`src/rtl/quad_spinner_emu_pkg.sv`:
```
// Shared types and helpers for the quadrature spinner emulator.
// Latency: combinational helpers only.
// Backpressure: none; pure functions and constants.
package spinner_pkg;

    typedef logic [1:0] quad_t;

    localparam quad_t QUAD_IDLE = 2'b11;
    localparam int    DELTA_W   = 9;

    // One Gray-code step: dir=1 walks 11->01->00->10, dir=0 walks 11->10->00->01.
    function automatic quad_t quad_next(input quad_t q, input logic dir);
        quad_t n;
        if (dir) begin
            case (q)
                2'b11:   n = 2'b01;
                2'b01:   n = 2'b00;
                2'b00:   n = 2'b10;
                default: n = 2'b11;
            endcase
        end else begin
            case (q)
                2'b11:   n = 2'b10;
                2'b10:   n = 2'b00;
                2'b00:   n = 2'b01;
                default: n = 2'b11;
            endcase
        end
        return n;
    endfunction

    // a+b clamped to the symmetric range +-(2^(w-1)-1) of a w-bit backlog.
    function automatic logic signed [31:0] sat_add(
        input logic signed [31:0] a,
        input logic signed [31:0] b,
        input int                 w
    );
        logic signed [32:0] sum;
        logic signed [32:0] lim;
        sum = $signed({a[31], a}) + $signed({b[31], b});
        lim = (33'sd1 <<< (w - 1)) - 33'sd1;
        if (sum > lim) begin
            sum = lim;
        end else if (sum < -lim) begin
            sum = -lim;
        end
        return sum[31:0];
    endfunction

endpackage

```
`src/rtl/quad_spinner_emu_if.sv`:
```
// Packed input/output bundle between the HPS input side and the spinner core.
// Latency: wires only.
// Backpressure: none; deltas are fire-and-forget pulses.
interface quad_spinner_emu_if #(
    parameter int CHANNELS = 1
);
    logic [CHANNELS-1:0]   delta_valid;
    logic [9*CHANNELS-1:0] delta;
    logic [CHANNELS-1:0]   joy_right;
    logic [CHANNELS-1:0]   joy_left;
    logic [CHANNELS-1:0]   joy_fast;
    logic [CHANNELS-1:0]   invert;
    logic [2*CHANNELS-1:0] quad;
    logic [CHANNELS-1:0]   busy;

    modport master (
        output delta_valid, delta, joy_right, joy_left, joy_fast, invert,
        input  quad, busy
    );

    modport slave (
        input  delta_valid, delta, joy_right, joy_left, joy_fast, invert,
        output quad, busy
    );
endinterface

```
`src/rtl/quad_spinner_emu_channel.sv`:
```
// One spinner channel: signed backlog, Gray-code output, joystick repeat.
// Latency: backlog/busy update 1 cycle after input; quad steps only on tick edges.
// Backpressure: none; new deltas merge into or replace the backlog.
module spinner_channel
    import spinner_pkg::*;
#(
    parameter int POS_W      = 12,
    parameter int JOY_PERIOD = 48000,
    parameter int JOY_SLOW   = 4,
    parameter int JOY_FAST   = 9
) (
    input  logic                      clk_sys,
    input  logic                      reset,
    input  logic                      i_tick,
    input  logic                      i_delta_valid,
    input  logic signed [DELTA_W-1:0] i_delta,
    input  logic                      i_joy_right,
    input  logic                      i_joy_left,
    input  logic                      i_joy_fast,
    input  logic                      i_invert,
    output quad_t                     o_quad,
    output logic                      o_busy
);

    localparam int CNT_W = (JOY_PERIOD > 1) ? $clog2(JOY_PERIOD) : 1;

    logic signed [POS_W-1:0] r_backlog;
    quad_t                   r_quad;
    logic                    r_busy;
    logic [CNT_W-1:0]        r_joy_cnt;

    logic signed [31:0] w_cur;
    logic signed [31:0] w_dec;
    logic signed [31:0] w_dlt;
    logic signed [31:0] w_merged;
    logic signed [31:0] w_mag;
    logic signed [31:0] w_next;
    logic               w_step;
    logic               w_dir;
    logic               w_joy_one;
    logic               w_joy_load;
    logic [CNT_W-1:0]   w_cnt_next;

    // Next backlog: step toward zero, then merge the delta, then joystick reload wins.
    always_comb begin
        w_cur      = 32'(r_backlog);
        w_step     = i_tick && (r_backlog != '0);
        w_dir      = ~r_backlog[POS_W-1] ^ i_invert;
        w_dec      = w_cur;
        if (w_step) begin
            w_dec = r_backlog[POS_W-1] ? (w_cur + 32'sd1) : (w_cur - 32'sd1);
        end

        // Same-sign deltas accumulate; a reversal throws away stale motion.
        w_dlt    = 32'(i_delta);
        w_merged = w_dec;
        if (i_delta_valid && (i_delta != '0)) begin
            if ((w_dec != 32'sd0) && (w_dec[31] == w_dlt[31])) begin
                w_merged = sat_add(w_dec, w_dlt, POS_W);
            end else begin
                w_merged = sat_add(w_dlt, 32'sd0, POS_W);
            end
        end

        // Joystick repeat only runs while exactly one direction is held.
        w_joy_one  = i_joy_right ^ i_joy_left;
        w_joy_load = w_joy_one && (r_joy_cnt == CNT_W'(JOY_PERIOD - 1));
        w_cnt_next = '0;
        if (w_joy_one && !w_joy_load) begin
            w_cnt_next = r_joy_cnt + CNT_W'(1);
        end

        w_mag  = i_joy_fast ? JOY_FAST : JOY_SLOW;
        w_next = w_merged;
        if (w_joy_load) begin
            w_next = i_joy_right ? sat_add(w_mag, 32'sd0, POS_W)
                                 : sat_add(-w_mag, 32'sd0, POS_W);
        end
    end

    // Channel state; quad advances only when a step was taken this cycle.
    always_ff @(posedge clk_sys) begin
        if (reset) begin
            r_backlog <= '0;
            r_quad    <= QUAD_IDLE;
            r_busy    <= 1'b0;
            r_joy_cnt <= '0;
        end else begin
            r_backlog <= w_next[POS_W-1:0];
            r_busy    <= (w_next != 32'sd0);
            r_joy_cnt <= w_cnt_next;
            if (w_step) begin
                r_quad <= quad_next(r_quad, w_dir);
            end
        end
    end

    assign o_quad = r_quad;
    assign o_busy = r_busy;

endmodule

```
`src/rtl/quad_spinner_emu.sv`:
```
// Multi-channel quadrature spinner emulator: shared step prescaler plus N channels.
// Latency: busy 1 cycle after a delta; first quad edge 1..STEP_DIV cycles later.
// Backpressure: none; each channel absorbs deltas into a saturating backlog.
module quad_spinner_emu
    import spinner_pkg::*;
#(
    parameter int CHANNELS   = 1,
    parameter int POS_W      = 12,
    parameter int STEP_DIV   = 64,
    parameter int JOY_PERIOD = 48000,
    parameter int JOY_SLOW   = 4,
    parameter int JOY_FAST   = 9
) (
    input  logic               clk_sys,
    input  logic               reset,
    quad_spinner_emu_if.slave  bus
);

    localparam int DIV_W = (STEP_DIV > 1) ? $clog2(STEP_DIV) : 1;

    logic [DIV_W-1:0] r_presc;
    logic             w_tick;

    assign w_tick = (r_presc == DIV_W'(STEP_DIV - 1));

    // Free-running step prescaler; all channels step on the same wrap cycle.
    always_ff @(posedge clk_sys) begin
        if (reset) begin
            r_presc <= '0;
        end else if (w_tick) begin
            r_presc <= '0;
        end else begin
            r_presc <= r_presc + DIV_W'(1);
        end
    end

    for (genvar i = 0; i < CHANNELS; i++) begin : g_ch
        spinner_channel #(
            .POS_W      (POS_W),
            .JOY_PERIOD (JOY_PERIOD),
            .JOY_SLOW   (JOY_SLOW),
            .JOY_FAST   (JOY_FAST)
        ) u_ch (
            .clk_sys       (clk_sys),
            .reset         (reset),
            .i_tick        (w_tick),
            .i_delta_valid (bus.delta_valid[i]),
            .i_delta       (bus.delta[DELTA_W*i +: DELTA_W]),
            .i_joy_right   (bus.joy_right[i]),
            .i_joy_left    (bus.joy_left[i]),
            .i_joy_fast    (bus.joy_fast[i]),
            .i_invert      (bus.invert[i]),
            .o_quad        (bus.quad[2*i +: 2]),
            .o_busy        (bus.busy[i])
        );
    end

endmodule

```
`src/flat_wrapper.sv`:
```
// flat-port wrapper written by rule: the top's interface ports become plain ports
module quad_spinner_emu_flat import spinner_pkg::*;
#(
    parameter int CHANNELS   = 1,
    parameter int POS_W      = 12,
    parameter int STEP_DIV   = 64,
    parameter int JOY_PERIOD = 48000,
    parameter int JOY_SLOW   = 4,
    parameter int JOY_FAST   = 9
)
  (clk_sys, reset, bus_delta_valid, bus_delta, bus_joy_right, bus_joy_left, bus_joy_fast, bus_invert, bus_quad, bus_busy);
  quad_spinner_emu_if #(.CHANNELS(CHANNELS)) bus_i ();
  input  logic clk_sys;
  input  logic reset;
  input wire logic [$bits(bus_i.delta_valid)-1:0] bus_delta_valid;
  input wire logic [$bits(bus_i.delta)-1:0] bus_delta;
  input wire logic [$bits(bus_i.joy_right)-1:0] bus_joy_right;
  input wire logic [$bits(bus_i.joy_left)-1:0] bus_joy_left;
  input wire logic [$bits(bus_i.joy_fast)-1:0] bus_joy_fast;
  input wire logic [$bits(bus_i.invert)-1:0] bus_invert;
  output wire logic [$bits(bus_i.quad)-1:0] bus_quad;
  output wire logic [$bits(bus_i.busy)-1:0] bus_busy;
  assign bus_i.delta_valid = bus_delta_valid;
  assign bus_i.delta = bus_delta;
  assign bus_i.joy_right = bus_joy_right;
  assign bus_i.joy_left = bus_joy_left;
  assign bus_i.joy_fast = bus_joy_fast;
  assign bus_i.invert = bus_invert;
  assign bus_quad = bus_i.quad;
  assign bus_busy = bus_i.busy;
  quad_spinner_emu #(.CHANNELS(CHANNELS), .POS_W(POS_W), .STEP_DIV(STEP_DIV), .JOY_PERIOD(JOY_PERIOD), .JOY_SLOW(JOY_SLOW), .JOY_FAST(JOY_FAST)) u_core (.clk_sys(clk_sys), .reset(reset), .bus(bus_i));
endmodule
```
`config.mk`:
```
export PLATFORM = sky130hd
export DESIGN_NAME = quad_spinner_emu_flat
export DESIGN_NICKNAME = d
export VERILOG_FILES = /design/src/rtl/quad_spinner_emu_pkg.sv /design/src/rtl/quad_spinner_emu_if.sv /design/src/rtl/quad_spinner_emu_channel.sv /design/src/rtl/quad_spinner_emu.sv /design/src/flat_wrapper.sv
export SDC_FILE = /design/constraint.sdc
export NUM_CORES = 1
export LEC_CHECK = 0
export ABC_AREA = 1
export CAP_MARGIN = 30
export CELL_PAD_IN_SITES_DETAIL_PLACEMENT = 1
export CELL_PAD_IN_SITES_GLOBAL_PLACEMENT = 2
export CORE_ASPECT_RATIO = 0.75
export CORE_MARGIN = 4
export CORE_UTILIZATION = 29
export DETAILED_ROUTE_END_ITERATION = 6
export PLACE_DENSITY = 0.82
export SETUP_SLACK_MARGIN = 0.3
export SLEW_MARGIN = 30
export SYNTH_ARGS = -nofsm -noshare
export SYNTH_HDL_FRONTEND = slang
export SYNTH_HIERARCHICAL = 1
export SYNTH_SLANG_ARGS = --single-unit
```
`constraint.sdc`:
```
create_clock -name clk_sys -period 4.45 [get_ports clk_sys]
set_input_delay 1.1125 -clock clk_sys [delete_from_list [all_inputs] [get_ports clk_sys]]
set_output_delay 1.1125 -clock clk_sys [all_outputs]
set_load 0.02 [all_outputs]
```
==> results.md <==
Synthesis:
- Of the post-synthesis cell area, the dominant cell type holds 21.5%.
- The cell area after synthesis is 3940 um^2.
- The synthesized design contains 37 register bits.
- The primary flip-flop cell chosen by synthesis mapping is sky130_fd_sc_hd__dfxtp_1.
- The dominant cell type by area after synthesis is sky130_fd_sc_hd__nand2_1.
- After technology mapping, the gate count stands at 680.
- The post-synthesis async set-or-reset flop share is 0%.
- After synthesis, the netlist uses 33 different library cells.
- The area share of fa/ha/maj cells after synthesis is approximately an eighth.
- Sorting the synthesized cells by area gives the leading types as sky130_fd_sc_hd__nand2_1 21%, sky130_fd_sc_hd__dfxtp_1 19%, sky130_fd_sc_hd__inv_1 10%.
- After synthesis, the mean cell area works out to 5.79 um^2.
- The number of enable flip-flop cells after synthesis is 0.
- During synthesis, Yosys emitted a total of 6 warnings.
- The synthesized netlist devotes between 40% and 50% of its cell area to simple gates.
- By area, the combinational part of the netlist is dominated by simple AND/OR/NAND/NOR gates.
- The post-synthesis sequential area ratio is 18.8%.
- Summing the areas of all xor and xnor instances in the mapped netlist gives 2.00% of the synthesized area.
- Measured against the total synthesized area, the mux share comes to 0%.
- The number of nets handed over by synthesis was 733.
- The synthesized netlist devotes between 10% and 20% of its cell area to compound gates.

Cells and area:
- Across the whole layout, storage elements account for 744 um^2.
- The net count of the finished layout is approximately 900.
- The finished layout holds 1,011 standard cells, fillers aside.
- The number of diodes is 0.
- Summing all multi-input logic gate instances after layout gives approximately 3700 um^2.
- The commonest non-fill, non-tap cell in the layout is sky130_fd_sc_hd__nand2_1.
- The signed area change from the synthesized netlist to the final layout is 68.6%.
- The library cells used most frequently in the layout, excluding fill and tap cells, are 149 x sky130_fd_sc_hd__nand2_1, 130 x sky130_fd_sc_hd__buf_4, 94 x sky130_fd_sc_hd__inv_1.
- The ratio of cells with drive above 1 in the final layout is 41.9%.
- Counting the fill cells in the layout gives 1,678.
- The final core utilization is 50.5%.

Setup path:
- The slowest stage of the critical path is the sky130_fd_sc_hd__dfxtp_4 cell.
- The source of the worst register-to-register timing path is u_core/g_ch[0].u_ch/r_backlog[11].
- Tracing the worst setup path back leads to its startpoint at u_core/g_ch[0].u_ch/r_backlog[11].
- In this run the register-to-register setup slack is -330 ps.
- The largest fanout of any net on the critical path is 6.
- Counting cells, the worst reg-to-reg path comes to 39.
- The cell repeated most along the worst path is sky130_fd_sc_hd__buf_4.
- In this run the worst setup path terminates at u_core/g_ch[0].u_ch/o_busy.
- The required time of the worst setup path is 4620 ps.
- The type of the worst setup path is flip-flop to flip-flop.
- The signal arrival time at the worst endpoint is around 5000 ps.
- The reg-to-reg endpoint is u_core/g_ch[0].u_ch/o_busy.
- STA classifies the critical path endpoint as a flip-flop.
- The largest single stage delay on the critical path is 450 ps.
- The element type at the critical path start is a flip-flop.

Clocking:
- Buffers inserted during clock tree synthesis total 5.
- For the worst-skew pair, the clock arrives at the later sink with an insertion delay of 290 ps.
- The clock net in this run drives a total of 37 sinks.
- The register clock-pin slew on the reported worst setup and hold paths is 60 ps.
- TritonCTS built the clock tree.
- The cell at the root of the clock tree is sky130_fd_sc_hd__clkbuf_16.
- The clock passes through at most 2 buffers.
- The H-tree generated during clock tree synthesis spans 2 levels.

STA:
- Summed over all failing endpoints, the final setup total negative slack is -2260 ps.
- The worst relative slew slack is ~57%.
- On the final layout, the worst clock skew is 6.91 ps.
- The number of pins exceeding their max-slew limit in the final report came to 0.
- Once routing completed, OpenROAD measured the worst setup slack at -332 ps.
- The final worst-path cycle share is 107%.
- The number of failing setup endpoints in the final timing report is 12.
- Setup repair after global routing could not meet its margin everywhere.
- The minimum clock period after layout is 4780 ps.
- The final-report hold violation count is 0.
- For the pin with the worst max-slew slack, the measured transition is 644 ps.
- For this run, the top clock speed supported by timing is roughly 0.21 GHz.

Floorplanning:
- The area of the placeable core is ~13,000 um^2.
- The starting density of the core is between 20% and 30%.
- The count of boundary I/O pins is 19.
- Measured along the y axis, the die boundary spans 109 um.
- In this run the horizontal extent of the chip is ~140 um.
- After floorplanning, the core was divided into 36 placement rows.
- The floorplan step defined a die boundary enclosing approximately 16,000 um^2.

Power and ir drop:
- The largest vdd supply drop is roughly 0.13 mV.
- The leakage power total is 3.13 nW.
- The final total power is ~2 mW.
- The power density of the placed cells is 293 nW/um^2.

Placement:
- During placement, the flow inserted port buffers numbering 18.
- Prior to clock tree synthesis, the placed netlist has a worst setup slack of -542 ps.
- The sum of net half-perimeters after detailed placement is 12.3 mm.
- Routability-driven placement finished with a final weighted congestion of 0.893.
- The number of instances in the placed design is ~960.

Routing:
- For this run, design rule violations remaining after detail routing come to 0.
- The average routed wire per standard cell is ~17 um.
- The number of detailed-route iterations in the first pass is 4.
- The routed layout has about 5,100 vias.
- Summed over all layers, the routed wires come to ~18 mm.
- The initial detailed-routing violation count is roughly 210.
- The count of nets left with antenna violations once routing finished came out at 0.
- The via density per instance is 5.01.

Global routing:
- The via count of the first global-routing pass was around 5,500.
- The initial antenna violation count is 0.
- The leftover overflow at the end of global routing is 0.
- The first global-routing pass estimated 27.3 mm of wire.
- Global routing used 21.9% of the available tracks.
- Entering global routing, the biggest net connects 22 pins.

Run:
- The count of max-cap constraint violations is 0.

Worst hold path:
- The path class of the tightest hold or removal check is flip-flop to flip-flop.

Status:
- The run finished, with violations left.
- The final reports fail on negative setup slack.
synthesized netlist by cell type, types with 2 or more instances:
master                       n
sky130_fd_sc_hd__o21ai_0    15
sky130_fd_sc_hd__nand2_4     2
sky130_fd_sc_hd__dfxtp_1    37
sky130_fd_sc_hd__nand3_1    54
sky130_fd_sc_hd__nor2_1     79
sky130_fd_sc_hd__nor4_1      8
sky130_fd_sc_hd__nor3b_1     3
sky130_fd_sc_hd__xnor2_1     4
sky130_fd_sc_hd__or2_2       3
sky130_fd_sc_hd__nand4_1     9
sky130_fd_sc_hd__nand2_2     7
sky130_fd_sc_hd__clkbuf_1    5
sky130_fd_sc_hd__fa_1        8
sky130_fd_sc_hd__buf_6       3
sky130_fd_sc_hd__nand2_1   225
sky130_fd_sc_hd__a21oi_2     2
sky130_fd_sc_hd__a21oi_1    41
sky130_fd_sc_hd__a22oi_1     2
sky130_fd_sc_hd__o21bai_1    5
sky130_fd_sc_hd__inv_1     106
sky130_fd_sc_hd__buf_2       3
sky130_fd_sc_hd__nand3b_1    5
sky130_fd_sc_hd__o21ai_1     3
sky130_fd_sc_hd__xor2_1      5
sky130_fd_sc_hd__ha_1       29
sky130_fd_sc_hd__nor2_2      2
sky130_fd_sc_hd__nor3_1      9
worst min-delay path by stage:
| stage | start | end | depth (start not counted) |
|---|---|---|---|
| after floorplan | u_core/g_ch[0].u_ch/r_joy_cnt[0] | u_core/g_ch[0].u_ch/r_joy_cnt[0] | 1 |
| final | u_core/g_ch[0].u_ch/r_joy_cnt[0] | u_core/g_ch[0].u_ch/r_joy_cnt[0] | 1 |
| after global placement | u_core/g_ch[0].u_ch/r_joy_cnt[0] | u_core/g_ch[0].u_ch/r_joy_cnt[0] | 1 |
| after CTS | u_core/g_ch[0].u_ch/r_joy_cnt[0] | u_core/g_ch[0].u_ch/r_joy_cnt[0] | 1 |
| after global routing | u_core/g_ch[0].u_ch/r_joy_cnt[0] | u_core/g_ch[0].u_ch/r_joy_cnt[0] | 1 |
| after detailed placement | u_core/g_ch[0].u_ch/r_joy_cnt[0] | u_core/g_ch[0].u_ch/r_joy_cnt[0] | 1 |
critical path: cells and delay by family, from the launching register on:
kind                       cells  cell delay (ps)
AOI/OAI and AO/OA              2              120
adders and majority gates      2              640
buffers and inverters         11             1330
DFF                            1              450
and+or+nand+nor               24             2130
per-stage QoR:
step	hold slack (ps)	area, um^2
2_1_floorplan	418	4130
6_report	452	6640
5_1_grt	493	6640
3_3_place_gp	427	5210
3_5_place_dp	449	5210
4_1_cts	457	6150
state kept, by name (all words and copies together), names as in the netlist:
signal and count:
u_core/g_ch.u_ch/o_busy 1, u_core/r_presc 6, u_core/g_ch.u_ch/o_quad 2, u_core/g_ch.u_ch/r_joy_cnt 16
u_core/g_ch.u_ch/r_backlog 12
area by class of cell:
class | instances | share of cell area (%)
inverters | 107 | 6.31
clock buffers | 6 | 1.94
multi-input cells | 525 | 56.4
well taps | 171 | 3.22
repair inverters | 1 | 0.245
clock inverters | 2 | 0.226
flip-flops and latches | 37 | 11.2
repair buffers | 162 | 20.4
logic make-up after synthesis:
family                   Yosys count
buffers and inverters            118
adder cells (fa/ha/maj)           37
XOR/XNOR                           9
AND/OR/NAND/NOR                  407
AO/OA/AOI/OAI                     72
flip-flops                        37
per-layer routing:
layer / up-vias / share of wire [%] / global-route usage (%)
li1: 2468 / - / -
met1: 2490 / 45 / 29.0
met2: 94 / 50 / 37.9
met3: 18 / 3.9 / 3.33
met4: 0 / 1.3 / 4.21
met5: - / 0 / 0
where the power goes:
group / internal [mW] / switching (mW) / total, mW
Combinational: 0.543 / 0.684 / 1.23
Sequential: 0.347 / 0.0220 / 0.369
Clock: 0.208 / 0.144 / 0.352
repair_timing:
action                                  CTS  global route
setup buffers                            31            12
endpoints found under the setup margin   12            13
cloned                                    2             0
hold endpoints to repair                  0             0
gates resized for setup                 121           101
pin swaps                                40            46
hold buffers                              0             0
Note: power is estimated with default switching activity, not from simulation.
